[config.mk]
export PLATFORM = sky130hd
export DESIGN_NAME = writeback_arbiter_flat
export DESIGN_NICKNAME = d
export VERILOG_FILES = /design/src/rtl/wb_pkg.sv /design/src/rtl/writeback_arbiter_if.sv /design/src/rtl/wb_load_fifo.sv /design/src/rtl/writeback_arbiter.sv /design/src/flat_wrapper.sv
export SDC_FILE = /design/constraint.sdc
export NUM_CORES = 1
export LEC_CHECK = 0
export CAP_MARGIN = 5
export CELL_PAD_IN_SITES_DETAIL_PLACEMENT = 1
export CELL_PAD_IN_SITES_GLOBAL_PLACEMENT = 2
export CORE_ASPECT_RATIO = 1.5
export CORE_MARGIN = 2
export CORE_UTILIZATION = 39
export CTS_CLUSTER_SIZE = 10
export DETAILED_ROUTE_END_ITERATION = 6
export PLACE_DENSITY = 0.81
export SLEW_MARGIN = 20
export SYNTH_ARGS = -nofsm -noshare
export SYNTH_HDL_FRONTEND = slang
export SYNTH_SLANG_ARGS = --single-unit
[constraint.sdc]
create_clock -name clock -period 2.8 [get_ports clock]
set_input_delay 0.56 -clock clock [delete_from_list [all_inputs] [get_ports clock]]
set_output_delay 0.56 -clock clock [all_outputs]
set_load 0.02 [all_outputs]
[src/rtl/wb_pkg.sv]
// wb_pkg: types and widths shared by the writeback arbiter, its load FIFO and
// its bus interface.
//   REG_W      register index width
//   DATA_W     write data width
//   wb_entry_t one buffered load return: valid flag, destination register, data
//   wb_commits true when an entry really writes the register file

package wb_pkg;

  localparam int REG_W  = 5;
  localparam int DATA_W = 32;

  typedef struct packed {
    logic              valid;
    logic [REG_W-1:0]  rd;
    logic [DATA_W-1:0] data;
  } wb_entry_t;

  // Writes to register 0, and entries killed by a younger ALU write, are
  // consumed without asserting the write strobe.
  function automatic logic wb_commits(input wb_entry_t e);
    return e.valid && (e.rd != '0);
  endfunction

endpackage

[src/rtl/writeback_arbiter_if.sv]
// writeback_arbiter_if: handshake and write-port bundle of the writeback arbiter.
//   alu_valid/alu_ready/alu_reg/alu_data   ALU result channel
//   ld_valid/ld_ready/ld_reg/ld_data       load return channel
//   ctrl_writeEnable/ctrl_writeReg/data_writeReg  registered register-file write
//   lq_count                               load FIFO occupancy
//   byp_reg_*/byp_hit_*/byp_data_*         decode bypass, only with WB_BYPASS_EN
// Modports: slave = the arbiter, master = the pipeline driving it.

interface writeback_arbiter_if #(
  parameter int LQ_DEPTH = 4
) ();
  import wb_pkg::*;

  localparam int CNT_W = $clog2(LQ_DEPTH) + 1;

  logic              alu_valid;
  logic              alu_ready;
  logic [REG_W-1:0]  alu_reg;
  logic [DATA_W-1:0] alu_data;

  logic              ld_valid;
  logic              ld_ready;
  logic [REG_W-1:0]  ld_reg;
  logic [DATA_W-1:0] ld_data;

  logic              ctrl_writeEnable;
  logic [REG_W-1:0]  ctrl_writeReg;
  logic [DATA_W-1:0] data_writeReg;
  logic [CNT_W-1:0]  lq_count;

`ifdef WB_BYPASS_EN
  logic [REG_W-1:0]  byp_reg_a;
  logic [REG_W-1:0]  byp_reg_b;
  logic              byp_hit_a;
  logic              byp_hit_b;
  logic [DATA_W-1:0] byp_data_a;
  logic [DATA_W-1:0] byp_data_b;
`endif

  modport slave (
    input  alu_valid, alu_reg, alu_data, ld_valid, ld_reg, ld_data,
    output alu_ready, ld_ready, ctrl_writeEnable, ctrl_writeReg, data_writeReg, lq_count
`ifdef WB_BYPASS_EN
    , input  byp_reg_a, byp_reg_b,
    output byp_hit_a, byp_hit_b, byp_data_a, byp_data_b
`endif
  );

  modport master (
    output alu_valid, alu_reg, alu_data, ld_valid, ld_reg, ld_data,
    input  alu_ready, ld_ready, ctrl_writeEnable, ctrl_writeReg, data_writeReg, lq_count
`ifdef WB_BYPASS_EN
    , output byp_reg_a, byp_reg_b,
    input  byp_hit_a, byp_hit_b, byp_data_a, byp_data_b
`endif
  );

endinterface

[src/rtl/wb_load_fifo.sv]
// wb_load_fifo: in-order circular buffer of load returns for the writeback arbiter.
//   clock, ctrl_reset   clock and asynchronous active-low reset
//   push, push_entry    enqueue at tail (caller guarantees not full)
//   pop                 dequeue head (caller guarantees not empty)
//   head                current head entry
//   count               occupancy 0..LQ_DEPTH
//   inv_en, inv_rd      clear the valid bit of every stored entry targeting inv_rd
// LQ_DEPTH must be a power of two so the pointers wrap naturally.

module wb_load_fifo import wb_pkg::*; #(
  parameter int LQ_DEPTH = 4,
  localparam int AW    = $clog2(LQ_DEPTH),
  localparam int CNT_W = AW + 1
) (
  input  logic             clock,
  input  logic             ctrl_reset,
  input  logic             push,
  input  wb_entry_t        push_entry,
  input  logic             pop,
  output wb_entry_t        head,
  output logic [CNT_W-1:0] count,
  input  logic             inv_en,
  input  logic [REG_W-1:0] inv_rd
);

  wb_entry_t       mem [LQ_DEPTH];
  logic [AW-1:0]   wr_ptr;
  logic [AW-1:0]   rd_ptr;

  assign head = mem[rd_ptr];

  always_ff @(posedge clock or negedge ctrl_reset) begin
    if (!ctrl_reset) begin
      wr_ptr <= '0;
      rd_ptr <= '0;
      count  <= '0;
      for (int i = 0; i < LQ_DEPTH; i++) begin
        mem[i] <= '0;
      end
    end else begin
      // Invalidation only touches entries already stored; a load pushed in
      // the same cycle is younger than the ALU write and must survive. The
      // push below overrides the tail slot, which is free whenever push is set.
      for (int i = 0; i < LQ_DEPTH; i++) begin
        if (inv_en && (mem[i].rd == inv_rd)) begin
          mem[i].valid <= 1'b0;
        end
      end
      if (push) begin
        mem[wr_ptr] <= push_entry;
        wr_ptr      <= wr_ptr + AW'(1);
      end
      if (pop) begin
        rd_ptr <= rd_ptr + AW'(1);
      end
      case ({push, pop})
        2'b10:   count <= count + CNT_W'(1);
        2'b01:   count <= count - CNT_W'(1);
        default: count <= count;
      endcase
    end
  end

endmodule

[src/rtl/writeback_arbiter.sv]
// writeback_arbiter: final pipeline stage driving the register-file write port.
// Merges single-cycle ALU results with load returns buffered in wb_load_fifo,
// issuing at most one registered write per cycle and never dropping an
// accepted result. ALU results win unless the FIFO has been starved for
// STARVE_LIMIT consecutive ALU wins, in which case the FIFO head is forced out.
//   clock       system clock, rising edge
//   ctrl_reset  asynchronous active-low reset
//   bus         writeback_arbiter_if.slave: ALU and load channels, registered
//               write port, lq_count, and (with WB_BYPASS_EN) decode bypass
// Optional feature macro: WB_BYPASS_EN adds the combinational decode bypass.

module writeback_arbiter import wb_pkg::*; #(
  parameter int LQ_DEPTH     = 4,
  parameter int STARVE_LIMIT = 3
) (
  input  logic                clock,
  input  logic                ctrl_reset,
  writeback_arbiter_if.slave  bus
);

  localparam int CNT_W = $clog2(LQ_DEPTH) + 1;
  localparam int SW    = $clog2(STARVE_LIMIT + 1);

  wb_entry_t         head;
  wb_entry_t         push_entry;
  logic [CNT_W-1:0]  lq_count;
  logic              fifo_empty;
  logic              push;
  logic              pop;
  logic              force_drain;
  logic              alu_win;
  logic [SW-1:0]     starve_cnt;

  logic              write_en_q;
  logic [REG_W-1:0]  write_reg_q;
  logic [DATA_W-1:0] write_data_q;

  assign fifo_empty  = (lq_count == '0);
  assign force_drain = !fifo_empty && (starve_cnt == SW'(STARVE_LIMIT));
  assign alu_win     = bus.alu_valid && !force_drain;
  assign pop         = !alu_win && !fifo_empty;
  // Full blocks a push even if the head pops this cycle.
  assign push        = bus.ld_valid && bus.ld_ready;

  assign push_entry.valid = 1'b1;
  assign push_entry.rd    = bus.ld_reg;
  assign push_entry.data  = bus.ld_data;

  assign bus.alu_ready = !force_drain;
  assign bus.ld_ready  = (lq_count != CNT_W'(LQ_DEPTH));
  assign bus.lq_count  = lq_count;

  wb_load_fifo #(
    .LQ_DEPTH (LQ_DEPTH)
  ) u_fifo (
    .clock      (clock),
    .ctrl_reset (ctrl_reset),
    .push       (push),
    .push_entry (push_entry),
    .pop        (pop),
    .head       (head),
    .count      (lq_count),
    .inv_en     (alu_win),
    .inv_rd     (bus.alu_reg)
  );

  always_ff @(posedge clock or negedge ctrl_reset) begin
    if (!ctrl_reset) begin
      starve_cnt <= '0;
    end else if (pop || fifo_empty) begin
      starve_cnt <= '0;
    end else if (alu_win) begin
      starve_cnt <= starve_cnt + SW'(1);
    end
  end

  // A consumed write that does not commit (reg 0 or invalidated) still
  // updates index/data; only the strobe is suppressed.
  always_ff @(posedge clock or negedge ctrl_reset) begin
    if (!ctrl_reset) begin
      write_en_q   <= 1'b0;
      write_reg_q  <= '0;
      write_data_q <= '0;
    end else if (alu_win) begin
      write_en_q   <= (bus.alu_reg != '0);
      write_reg_q  <= bus.alu_reg;
      write_data_q <= bus.alu_data;
    end else if (pop) begin
      write_en_q   <= wb_commits(head);
      write_reg_q  <= head.rd;
      write_data_q <= head.data;
    end else begin
      write_en_q   <= 1'b0;
    end
  end

  assign bus.ctrl_writeEnable = write_en_q;
  assign bus.ctrl_writeReg    = write_reg_q;
  assign bus.data_writeReg    = write_data_q;

`ifdef WB_BYPASS_EN
  // Lets decode pick up the value the register file absorbs on the coming edge.
  assign bus.byp_hit_a  = write_en_q && (write_reg_q == bus.byp_reg_a) && (bus.byp_reg_a != '0);
  assign bus.byp_hit_b  = write_en_q && (write_reg_q == bus.byp_reg_b) && (bus.byp_reg_b != '0);
  assign bus.byp_data_a = write_data_q;
  assign bus.byp_data_b = write_data_q;
`endif

endmodule

[src/flat_wrapper.sv]
// flat-port wrapper written by rule: the top's interface ports become plain ports
module writeback_arbiter_flat import wb_pkg::*;
#(
  parameter int LQ_DEPTH     = 4,
  parameter int STARVE_LIMIT = 3
)
  (clock, ctrl_reset, bus_alu_valid, bus_alu_reg, bus_alu_data, bus_ld_valid, bus_ld_reg, bus_ld_data, bus_alu_ready, bus_ld_ready, bus_ctrl_writeEnable, bus_ctrl_writeReg, bus_data_writeReg, bus_lq_count);
  writeback_arbiter_if #(.LQ_DEPTH(LQ_DEPTH)) bus_i ();
  input  logic clock;
  input  logic ctrl_reset;
  input wire logic [$bits(bus_i.alu_valid)-1:0] bus_alu_valid;
  input wire logic [$bits(bus_i.alu_reg)-1:0] bus_alu_reg;
  input wire logic [$bits(bus_i.alu_data)-1:0] bus_alu_data;
  input wire logic [$bits(bus_i.ld_valid)-1:0] bus_ld_valid;
  input wire logic [$bits(bus_i.ld_reg)-1:0] bus_ld_reg;
  input wire logic [$bits(bus_i.ld_data)-1:0] bus_ld_data;
  output wire logic [$bits(bus_i.alu_ready)-1:0] bus_alu_ready;
  output wire logic [$bits(bus_i.ld_ready)-1:0] bus_ld_ready;
  output wire logic [$bits(bus_i.ctrl_writeEnable)-1:0] bus_ctrl_writeEnable;
  output wire logic [$bits(bus_i.ctrl_writeReg)-1:0] bus_ctrl_writeReg;
  output wire logic [$bits(bus_i.data_writeReg)-1:0] bus_data_writeReg;
  output wire logic [$bits(bus_i.lq_count)-1:0] bus_lq_count;
  assign bus_i.alu_valid = bus_alu_valid;
  assign bus_i.alu_reg = bus_alu_reg;
  assign bus_i.alu_data = bus_alu_data;
  assign bus_i.ld_valid = bus_ld_valid;
  assign bus_i.ld_reg = bus_ld_reg;
  assign bus_i.ld_data = bus_ld_data;
  assign bus_alu_ready = bus_i.alu_ready;
  assign bus_ld_ready = bus_i.ld_ready;
  assign bus_ctrl_writeEnable = bus_i.ctrl_writeEnable;
  assign bus_ctrl_writeReg = bus_i.ctrl_writeReg;
  assign bus_data_writeReg = bus_i.data_writeReg;
  assign bus_lq_count = bus_i.lq_count;
  writeback_arbiter #(.LQ_DEPTH(LQ_DEPTH), .STARVE_LIMIT(STARVE_LIMIT)) u_core (.clock(clock), .ctrl_reset(ctrl_reset), .bus(bus_i));
endmodule
==> impl_results.md <==
* Buffers on Ports at 120
* Gr ovfl total at 0
* Flops & latches, synth at slightly below 200
* Routed Antenna Nets at 0
* Top-count cell post-synth: dfrtp_1
* Max FO, Critical Path at 8
* Via density at between 5 and 6
* Worst hold path class: input pin to asynchronous set/reset pin
* Total power at ~13 mW
* Maxcap violations at 0
* Initial core utilization at about two fifths
* Die width at 128 µm
* Adder-Cell Fraction of Synth Area at under 10%
* Leak at 4.65 nW
* Period utilization at between 90% and 100%
* Die height at 191 µm
* EDFF count, synth at 0
* Number of DRC markers in iteration 0 at roughly 190
* Final nets at 822
* Fmax at 381 MHz
* Crit path depth at 2
* Via count at 5476
* FP Rows at around 70
* Root Driver: clkbuf_16
* Worst EP arrival at 2.07 ns
* First-pass GRT wire length at about 35000 µm
* Ys async rst share at 100%
* CTS Buf Count at 17
* CP endpoint kind: output port
* Design Area, Final at 11200 µm²
* Multiplexer share of the synthesized area at between 30% and 40%
* Postcts setup bufs at 0
* Post-CTS Resized at 0
* Non-filler cells, final at ~1000
* Global Route Usage Sum at between 10% and 20%
* DP Wirelength at ~15000 µm
* Max_slew headroom at 56.7%
* Initial antenna violation count at 0
* Setup crit start kind: flip-flop
* Synthesis Warnings at 0
* Crit path kind: flip-flop to output port
* Hold Buf Count CTS at 0
* Fillers at about 2300
* Buffers plus inverters on the worst setup path at 1
* Delay-heaviest family, CP: buffers and inverters
* Area post-placement at between 10000 and 15000 µm²
* Synth top area share at 55.1%
* Area share of and/or/nand/nor cells after synthesis at 3.18%
* Status: complete, no violations
* Final setup violating endpoints at 0
* Syn nets at 704
* Post-synthesis compound-gate area fraction at under 10%
* CTS sink count at 199
* Reg-to-Reg Start: u_core.u_fifo.count[1]
* Syn Std Cell Area at about 9000 µm²
* Synthesized instance count at between 600 and 700
* Largest family of logic cells by synthesized area: multiplexers
* Synth area leaders: dfrtp_1 (55%), mux2_2 (19%), mux4_2 (8.7%)
* Vias in the first global route at about 6400
* CP startpoint: u_core.u_fifo.count[1]
* Worst path required time at about 2.2 ns
* XOR/XNOR share of the synthesized area at ~2.5%
* Critical Path Max Stage Delay at 0.69 ns
* Post-Route WL at around 21000 µm
* Hold Slack at between 0.1 and 0.15 ns
* DR pass1 iterations at 4
* Placeable Area at 22900 µm²
* Seq/Total Area, Yosys at about 55%
* Clk_skew at around 0.013 ns
* Worst slew pin tran at 0.649 ns
* Fin. Hold Viols at 0
* Synth-to-Final Area Change at 23.5%
* Number of diodes at 0
* Final Max Slew Viols at 0
* Most frequent cells after synthesis: dfrtp_1 (199), mux2_2 (149), nand2_1 (55)
* Power Dens Cells at about 1200 nW/µm²
* Crit path time final at around 2.6 ns
* Share of cells above drive strength 1 at between 30% and 40%
* Slowest CP cell: clkdlybuf4s50_1
* DR DRC count at 0
* Critical-path cell list: o31ai_4, clkdlybuf4s50_1
* Boundary Pins at approximately 120
* Post-Syn Area per Cell at around 15 µm²
* Unrepaired setup endpoints after global routing: false
* Placed cells at 998
* R2r worst-path depth at 7
* Largest net degree at the start of global routing at 80
* Worst-path clk slew at around 0.07 ns
* CTS tree: done
* Sum of negative setup slack at 0 ns
* Die area at about 24000 µm²
* Netlist cell types at 30
* Yosys top cell by area: dfrtp_1
* Placer Congestion at 0.803
* Primary FF master, synth: dfrtp_1
* CTS Buffer Depth at 2
* Avg WL per Cell at between 20 and 25 µm
* VDD IR-drop max at 0.476 mV
* H-Tree Depth at 4
* Clock latency on the worst-skew pair at between 0.4 and 0.5 ns
-- cells by family after synthesis --
group           Yosys count
compound gates           53
xor+xnor                 26
fa+ha+maj                 7
buf+inv                  46
flops                   199
mux                     219
simple gates             69
-- power by group --
group | switching [mW] | total, mW | internal (mW) | leakage [nW]
registers | 0.961 | 5.32 | 4.36 | 2.35
logic | 2.38 | 5.52 | 3.13 | 2.00
clock network | 1.10 | 2.54 | 1.44 | 0.294
-- metrics by stage --
stage          utilization, %  setup slack, ns
6_report                 48.8            0.172
5_1_grt                  48.8           0.0868
4_1_cts                  48.8            0.141
3_5_place_dp             46.1            0.354
3_3_place_gp             46.1            0.407
2_1_floorplan               -            0.474
-- layer usage --
metal	part of all wire, %	track usage (%)	up-vias
li1	-	-	2476
met1	37	20.5	2881
met2	58	35.9	88
met3	2.5	3.14	31
met4	2.1	7.10	0
met5	0	0	-
-- cell type report --
class                      count  area, µm²  area share [%]
timing repair buffer         141       1400            12.5
clock buffer                  19        443            3.97
multi-input combinational    374       3810            34.1
sequential                   199       4980            44.6
inverter                       4       15.0           0.134
tap                          280        350            3.14
clock inverter                13        171            1.53
-- path summary, 6_finish.rpt --
kind                                          endpoint  slack [ns]
setup / recovery                         bus_alu_ready        0.17
hold / removal             u_core.bus.data_writeReg[9]        0.14
setup reg to reg                u_core.u_fifo.count[2]        0.52
hold reg to reg                   u_core.starve_cnt[0]        0.45
max in group asynchronous   asynchronous set/reset pin        1.79
min in group clock                u_core.starve_cnt[0]        0.45
-- placed cells by master, fill, tap and decap left out, drive strengths merged, types with 2 or more instances in the layout --
| cell type | count |
|---|---|
| dfrtp | 199 |
| mux2 | 149 |
| clkdlybuf4s50 | 119 |
| nand2 | 55 |
| mux4 | 38 |
| o21ai | 34 |
| mux2i | 32 |
| buf | 21 |
| clkbuf | 20 |
| xnor2 | 16 |
| xor2 | 10 |
| ha | 6 |
| clkinv | 6 |
| inv | 6 |
| o22ai | 5 |
| a31oi | 5 |
| nand3 | 4 |
| o41ai | 4 |
| a21oi | 3 |
| bufinv | 3 |
| nor2 | 3 |
| nor3 | 3 |
| or4 | 2 |
| clkinvlp | 2 |
(Power assumes the default switching activity.)
